===== src/rtl/uaz8_pkg.sv =====
// uaz8_pkg: shared definitions for the MicroUAZ8-20 control sequencer.
//   - instruction field positions (20-bit instruction word)
//   - opcode constants and ALU operation codes
//   - CJ codes driven to the PC/jump unit
//   - write-back select codes, sequencer states, instruction classes
package uaz8_pkg;

    // Instruction field positions
    localparam int OPC_HI = 19;
    localparam int OPC_LO = 15;
    localparam int ALU_HI = 17;
    localparam int ALU_LO = 15;
    localparam int RD_HI  = 14;
    localparam int RD_LO  = 12;
    localparam int RS_HI  = 11;
    localparam int RS_LO  = 9;
    localparam int IMM_HI = 7;
    localparam int IMM_LO = 0;

    // Opcodes (IR[19:15])
    localparam logic [4:0] OPC_NOP  = 5'b00000;
    localparam logic [4:0] OPC_MOV  = 5'b00001;
    localparam logic [4:0] OPC_LDI  = 5'b00010;
    localparam logic [4:0] OPC_LD   = 5'b00011;
    localparam logic [4:0] OPC_ST   = 5'b00100;
    localparam logic [4:0] OPC_HALT = 5'b00101;

    // ALU operations (IR[17:15] for 01xxx opcodes)
    localparam logic [2:0] ALU_ADD = 3'd0;
    localparam logic [2:0] ALU_SUB = 3'd1;
    localparam logic [2:0] ALU_AND = 3'd2;
    localparam logic [2:0] ALU_OR  = 3'd3;
    localparam logic [2:0] ALU_XOR = 3'd4;
    localparam logic [2:0] ALU_NOT = 3'd5;
    localparam logic [2:0] ALU_SHL = 3'd6;
    localparam logic [2:0] ALU_SHR = 3'd7;

    // CJ codes to the PC unit
    localparam logic [3:0] CJ_HOLD = 4'b0000;
    localparam logic [3:0] CJ_INC  = 4'b0001;
    localparam logic [3:0] CJ_JMP  = 4'b1000;
    localparam logic [3:0] CJ_JZ   = 4'b1010;
    localparam logic [3:0] CJ_JNZ  = 4'b1011;
    localparam logic [3:0] CJ_JC   = 4'b1100;
    localparam logic [3:0] CJ_JNC  = 4'b1101;
    localparam logic [3:0] CJ_JN   = 4'b1110;
    localparam logic [3:0] CJ_JNN  = 4'b1111;

    // Write-back source select
    localparam logic [1:0] WB_ALU = 2'b00;
    localparam logic [1:0] WB_RS  = 2'b01;
    localparam logic [1:0] WB_IMM = 2'b10;
    localparam logic [1:0] WB_MEM = 2'b11;

    typedef enum logic [2:0] {
        StFetch,
        StDecode,
        StExecute,
        StMem,
        StWb,
        StHalt
    } state_e;

    typedef enum logic [3:0] {
        ClsNop,
        ClsMov,
        ClsLdi,
        ClsLd,
        ClsSt,
        ClsHalt,
        ClsAlu,
        ClsJmp,
        ClsIll
    } instr_class_e;

endpackage


===== src/rtl/instr_decode.sv =====
// instr_decode: purely combinational opcode decoder.
//   i_Opcode  in  5  IR[19:15]
//   o_Class   out    instruction class
//   o_Alu_Op  out 3  ALU operation, 000 for non-ALU classes
//   o_Wb_Sel  out 2  write-back source select
//   o_Illegal out 1  undefined opcode
module instr_decode
    import uaz8_pkg::*;
(
    input  logic [4:0]   i_Opcode,
    output instr_class_e o_Class,
    output logic [2:0]   o_Alu_Op,
    output logic [1:0]   o_Wb_Sel,
    output logic         o_Illegal
);

    always_comb begin
        o_Class   = ClsIll;
        o_Alu_Op  = 3'b000;
        o_Wb_Sel  = WB_ALU;
        o_Illegal = 1'b0;
        casez (i_Opcode)
            OPC_NOP:  o_Class = ClsNop;
            OPC_MOV:  begin o_Class = ClsMov; o_Wb_Sel = WB_RS;  end
            OPC_LDI:  begin o_Class = ClsLdi; o_Wb_Sel = WB_IMM; end
            OPC_LD:   begin o_Class = ClsLd;  o_Wb_Sel = WB_MEM; end
            OPC_ST:   o_Class = ClsSt;
            OPC_HALT: o_Class = ClsHalt;
            5'b01???: begin o_Class = ClsAlu; o_Alu_Op = i_Opcode[2:0]; end
            5'b11???: o_Class = ClsJmp;
            default:  begin o_Class = ClsIll; o_Illegal = 1'b1; end
        endcase
    end

endmodule


===== src/rtl/control_sequencer.sv =====
// control_sequencer: fetch/decode/execute sequencer for the MicroUAZ8-20 core.
//   Clk, Rst          clock, synchronous active-high reset
//   i_Instr           instruction word at current PC, latched in FETCH
//   i_Mem_Ready       data-memory completion for LD/ST
//   i_Resume          leave HALT
//   o_CJ              PC control (0000 hold, 0001 PC+1, 1xxx jump class)
//   o_IR, o_Rd_Sel, o_Rs_Sel, o_Imm, o_Alu_Op   instruction fields
//   o_Alu_En, o_Wb_Sel, o_Reg_We, o_Mem_Rd, o_Mem_We   datapath strobes
//   o_Illegal, o_Bus_Err, o_Halted               status
// All outputs are decoded from registered state and IR only.
module control_sequencer
    import uaz8_pkg::*;
#(
    parameter int unsigned IW          = 20,
    parameter int unsigned MEM_TIMEOUT = 15
) (
    input  logic          Clk,
    input  logic          Rst,
    input  logic [IW-1:0] i_Instr,
    input  logic          i_Mem_Ready,
    input  logic          i_Resume,
    output logic [3:0]    o_CJ,
    output logic [IW-1:0] o_IR,
    output logic [2:0]    o_Rd_Sel,
    output logic [2:0]    o_Rs_Sel,
    output logic [7:0]    o_Imm,
    output logic [2:0]    o_Alu_Op,
    output logic          o_Alu_En,
    output logic [1:0]    o_Wb_Sel,
    output logic          o_Reg_We,
    output logic          o_Mem_Rd,
    output logic          o_Mem_We,
    output logic          o_Illegal,
    output logic          o_Bus_Err,
    output logic          o_Halted
);

    // Counter only needs to reach MEM_TIMEOUT-1: the last waiting cycle decides the abort.
    localparam int unsigned CW       = (MEM_TIMEOUT > 1) ? $clog2(MEM_TIMEOUT) : 1;
    localparam bit          TO_EN    = (MEM_TIMEOUT != 0);
    localparam logic [CW-1:0] CNT_LAST = TO_EN ? CW'(MEM_TIMEOUT - 1) : '0;

    state_e        r_state, w_state_d;
    logic [IW-1:0] r_ir;
    logic [CW-1:0] r_cnt, w_cnt_d;
    logic          r_bus_err, w_bus_err_d;

    instr_class_e  w_class;
    logic          w_illegal;

    instr_decode u_decode (
        .i_Opcode  (r_ir[OPC_HI:OPC_LO]),
        .o_Class   (w_class),
        .o_Alu_Op  (o_Alu_Op),
        .o_Wb_Sel  (o_Wb_Sel),
        .o_Illegal (w_illegal)
    );

    // State register
    always_ff @(posedge Clk) begin
        if (Rst) r_state <= StFetch;
        else     r_state <= w_state_d;
    end

    // IR, MEM wait counter and registered bus-error pulse
    always_ff @(posedge Clk) begin
        if (Rst) begin
            r_ir      <= '0;
            r_cnt     <= '0;
            r_bus_err <= 1'b0;
        end else begin
            if (r_state == StFetch) r_ir <= i_Instr;
            r_cnt     <= w_cnt_d;
            r_bus_err <= w_bus_err_d;
        end
    end

    // Next state
    always_comb begin
        w_state_d   = r_state;
        w_cnt_d     = '0;
        w_bus_err_d = 1'b0;
        unique case (r_state)
            StFetch:  w_state_d = StDecode;
            StDecode: begin
                if (w_class == ClsLd || w_class == ClsSt) w_state_d = StMem;
                else if (w_class == ClsHalt)              w_state_d = StHalt;
                else                                      w_state_d = StExecute;
            end
            StExecute: begin
                if (w_class == ClsAlu || w_class == ClsMov || w_class == ClsLdi) begin
                    w_state_d = StWb;
                end else begin
                    w_state_d = StFetch;
                end
            end
            StMem: begin
                // Ready takes priority over a simultaneous timeout.
                if (i_Mem_Ready) begin
                    w_state_d = (w_class == ClsLd) ? StWb : StFetch;
                end else if (TO_EN && r_cnt == CNT_LAST) begin
                    w_state_d   = StFetch;
                    w_bus_err_d = 1'b1;
                end else begin
                    w_cnt_d = r_cnt + CW'(1);
                end
            end
            StWb:    w_state_d = StFetch;
            StHalt:  if (i_Resume) w_state_d = StFetch;
            default: w_state_d = StFetch;
        endcase
    end

    // Outputs
    always_comb begin
        o_CJ      = CJ_HOLD;
        o_Alu_En  = 1'b0;
        o_Reg_We  = 1'b0;
        o_Mem_Rd  = 1'b0;
        o_Mem_We  = 1'b0;
        o_Illegal = 1'b0;
        o_Halted  = 1'b0;
        unique case (r_state)
            StFetch: ;
            StDecode: begin
                // Jumps defer all PC movement to EXECUTE so the PC moves once.
                o_CJ      = (w_class == ClsJmp) ? CJ_HOLD : CJ_INC;
                o_Illegal = w_illegal;
            end
            StExecute: begin
                if (w_class == ClsJmp) o_CJ = {1'b1, r_ir[ALU_HI:ALU_LO]};
                o_Alu_En = (w_class == ClsAlu);
            end
            StMem: begin
                o_Mem_Rd = (w_class == ClsLd);
                o_Mem_We = (w_class == ClsSt);
            end
            StWb:    o_Reg_We = 1'b1;
            StHalt:  o_Halted = 1'b1;
            default: ;
        endcase
    end

    assign o_IR      = r_ir;
    assign o_Rd_Sel  = r_ir[RD_HI:RD_LO];
    assign o_Rs_Sel  = r_ir[RS_HI:RS_LO];
    assign o_Imm     = r_ir[IMM_HI:IMM_LO];
    assign o_Bus_Err = r_bus_err;

endmodule


===== config.mk =====
export PLATFORM = sky130hd
export DESIGN_NAME = control_sequencer
export DESIGN_NICKNAME = d
export VERILOG_FILES = /design/src/rtl/uaz8_pkg.sv /design/src/rtl/instr_decode.sv /design/src/rtl/control_sequencer.sv
export SDC_FILE = /design/constraint.sdc
export NUM_CORES = 1
export LEC_CHECK = 0
export CORE_MARGIN = 5
export CORE_UTILIZATION = 34
export DETAILED_ROUTE_END_ITERATION = 8
export GPL_ROUTABILITY_DRIVEN = 0
export HOLD_SLACK_MARGIN = 0.06
export MAX_ROUTING_LAYER = met4
export PLACE_DENSITY = 0.86
export SYNTH_ARGS = -nofsm -noshare
export SYNTH_HDL_FRONTEND = slang
export SYNTH_SLANG_ARGS = --single-unit

===== constraint.sdc =====
create_clock -name Clk -period 1.2 [get_ports Clk]
set_input_delay 0.12 -clock Clk [delete_from_list [all_inputs] [get_ports Clk]]
set_output_delay 0.12 -clock Clk [all_outputs]
set_load 0.01 [all_outputs]

==> results list <==
* Fraction of layout instances using a drive strength above 1: 47.1%
* Total I/O pin count: 74
* Die ar.: about 5300 um^2
- The number of hold buffers added after CTS was 0.
- Reg2reg path depth: 6
- Unrepaired setup endpoints after global routing: yes
- Final Max Tran Viols: 0
* Port Buf Inserts: between 70 and 80
- Global-route wire length before repair: 7120 um
- Summed over all nets, the switching power comes to about 1.1 mW.
* Setup crit start: r_state[2]$_SDFFE_PP0P_
- Layout overhead on the synthesized area: 91.8%
- For this run, the leading register cell type out of synthesis is dfxtp_1.
- RR Endpoint: r_state[2]$_SDFFE_PP0P_
- For the worst-skew pair, the clock arrives at the later sink with an insertion delay of between 200 and 300 ps.
- Starting utilization of the core area: about 36%
* Synthesis Warnings: 0
- Inserted Clock Buffers: 3
- Leak pwr: 1.18 nW
- Final design utilization: between 60% and 70%
* Post-synth EDFFs: 0
- Summing the sequential cell areas from Yosys gives 42.1% of the chip area.
- The worst hold path passes through 3 cells.
- Derived from the worst setup path, the maximum achievable clock frequency is 607 MHz.
- Entering global routing, the biggest net connects 15 pins.
* Total count of hold-check failures in the final report: 0
- The clock passes through at most 2 buffers.
- Share of synthesized registers carrying an async set or reset: 0%
- Buffer cell driving the clock tree root: clkbuf_8
- After floorplanning, the core was divided into 22 placement rows.
- Setup slack of the most critical reg-to-reg path: -300 ps
- Total of flip-flops plus latches after synthesis: 28
- The internal power of the cells totals approximately 2.0 mW.
* Clock sink count: 28
- Summing every instance area after synthesis gives 1330 um^2.
- The worst path in the final design needs a cycle of approximately 1600 ps, including I/O delays and setup.
* Placeable core region: around 3700 um^2
- Vias per cell: 4.88
- Non-filler cells in the finished layout: ~310
- The worst hold path belongs to the class in -> reg.
- Routed Wire Length: approximately 5000 um
- Final worst clock skew: 1.18 ps
- Summing all placed instances gives a cell area of approximately 2200 um^2.
* Transition time at the pin with the least slew margin: approximately 300 ps
- The final reports fail on negative setup slack.
* Critical path fanouts, max: 4
* Final cycle utilization of the critical path: 137%
- Net switching share of the total power: between 30% and 40%
* Setup violators final: 38
- Hpwl dp: 3040 um
- Combinational share of power: between 40 and 50%
- Cell count after placement: slightly below 300
* Routed vias: between 1000 and 1500
- Routed wire length per instance: approximately 16 um
- PD cells: ~1200 nW/um^2
* Flip-flop and latch area: around 570 um^2
* Clock tree from TritonCTS: yes
- The cell count after synthesis came out at 169.
- At the end of the flow, the number of nets in the layout was around 290.
- 0 antenna diodes ended up in the layout.
- Global routing used between 15 and 20% of the available tracks across all layers.
- At the worst endpoint, the required time is around 1100 ps.
- Power consumption: 3.08 mW
* Area taken by multi-input logic gates: about 900 um^2
- In the post-route analysis, the smallest setup slack over all paths is -447 ps.
* Design area: ~2600 um^2
- STA classifies the critical path endpoint as an output port.
* Fill cell instance count of the final layout: around 280
- Clock-pin slew of the registers on the worst-case setup and hold paths: around 90 ps
- By startpoint and endpoint, the worst setup path is classified as reg -> out.
- The worst-case IR drop observed on VDD is 0.000568 V.
* Hold wc startpoint: i_Instr[0]
* Post-Synthesis Mean Instance Area: about 7.9 um^2
- Measured along the y axis, the die boundary spans between 70 and 80 um.
- After detailed routing, the number of remaining DRC violations is 0.
* Result of the run: finished, violations left
- Worst Setup Start Kind: flop
- Width of the die: 72.5 um
- Starting DRT DRC Count: 47
* Htree depth: 1
* Max Cap Viol: 0
* Rel. slew slack: 79.6%
- Clock power frac: between 10% and 20%
* Remaining global-route overflow: 0
- Sequential share of power: between 30% and 40%
* Number of search-and-repair iterations in the first detailed-routing pass: 4
* Via count of the first global-routing pass: ~1400
* Final ANT Viol Nets: 0
- Data arrives at the worst endpoint at 1530 ps.
- Critical register-to-register path startpoint: r_state[2]$_SDFFE_PP0P_
* Number of antenna violations at the first check in global routing: 0
- When the netlist entered floorplanning its net count stood at a little under 200.
* Count of different cell masters after synthesis: 34
* Sink of the worst hold path: o_IR[0]$_SDFFE_PP0N_
worst max path at each step:
stage | end | slack [ps] | cells past startpoint
2_1_floorplan | r_state[2]$_SDFFE_PP0P_ | -120 | 5
4_1_cts | o_Mem_We | -450 | 4
3_3_place_gp | o_CJ[1] | -490 | 4
5_1_grt | o_Mem_We | -520 | 4
3_5_place_dp | o_CJ[2] | -550 | 4
6_report | o_Mem_We | -450 | 4
final cells by class:
cell class              instances  area share, %
multi-input cells             119           35.9
repair buffers                105           37.3
clock buffers                   3           1.62
inverters                       2          0.294
flip-flops and latches         28           22.5
well taps                      48           2.35
state kept, by name, summed over array words and instances (netlist names):
| register | flops |
|---|---|
| o_Bus_Err | 1 |
| o_IR | 20 |
| r_cnt | 4 |
| r_state | 3 |
Yosys cell counts, drive strengths merged, types with 2 or more instances:
library cell | instances | area share [%]
a21oi | 24 | 9.0
a31oi | 2 | 0.94
and2 | 6 | 2.9
buf | 16 | 8.7
clkbuf | 7 | 2.1
dfxtp | 28 | 42
ha | 2 | 1.9
inv | 2 | 0.56
nand2 | 43 | 12
nand2b | 2 | 0.94
nand3 | 2 | 0.75
nand3b | 2 | 1.1
nor2 | 9 | 2.5
nor2b | 2 | 0.94
nor3 | 6 | 3.5
or3b | 3 | 2.4
xnor2 | 2 | 1.3
power by group through the flow:
| stage | sequential [mW] | combinational, mW | clock (mW) |
|---|---|---|---|
| floorplan | 1.17 | 0.473 | 0 |
| global placement | 1.11 | 1.05 | 0 |
| detailed placement | 1.12 | 1.07 | 0 |
| CTS | 1.10 | 1.07 | 0.525 |
| global route | 1.13 | 1.54 | 0.551 |
| finish | 1.11 | 1.45 | 0.511 |
logic make-up (layout without fill, tap and decap cells):
logic type,count (synthesis),count (layout),synth area share [%]
AO/OA/AOI/OAI,29,29,11.4
XOR/XNOR,3,3,1.98
adder cells (fa/ha/maj),2,2,1.88
buffers and inverters,25,110,11.4
flip-flops,28,28,42.1
multiplexers,1,1,0.753
AND/OR/NAND/NOR,81,84,30.5
cells in the final DEF, fill, tap and decap left out, types with 3 or more instances in the layout:
master           instances
a21oi_1                  5
a21oi_2                 19
and2_1                   4
buf_2                   11
buf_4                   18
buf_6                   18
clkbuf_8                 3
clkdlybuf4s50_1         23
dfxtp_1                 20
dfxtp_2                  7
dlygate4sd2_1           33
nand2_1                 25
nand2_2                  8
nand2_4                 10
nor2_1                   6
nor3_4                   5
or3_4                    4
or3b_4                   3
stage by stage:
stage          hold slack [ps]  TNS (ps)  setup WS, ps
6_report                   392     -6230          -447
5_1_grt                    400     -8250          -519
4_1_cts                    379     -3920          -455
3_5_place_dp               455     -7420          -547
3_3_place_gp               444     -6830          -493
2_1_floorplan              199      -495          -116
worst max-delay path, stage by stage (launching register included):
cell	delay (ps)
dfxtp_2	350
nand3b_1	190
or4_4	490
nor2_2	100
buf_2	120
metal layers:
metal	GRT usage, %	up-vias	share of wire, %
li1	-	723	-
met1	20.5	718	39
met3	1.66	10	2.7
met2	31.4	36	56
met5	-	-	0
met4	5.74	0	2.2
what timing repair did:
item | CTS | global route
setup buffers | 2 | 9
gates resized for setup | 128 | 73
endpoints found under the setup margin | 73 | 41
gates cloned | 4 | 1
pin swaps | 14 | 38
(Power assumes the default switching activity.)
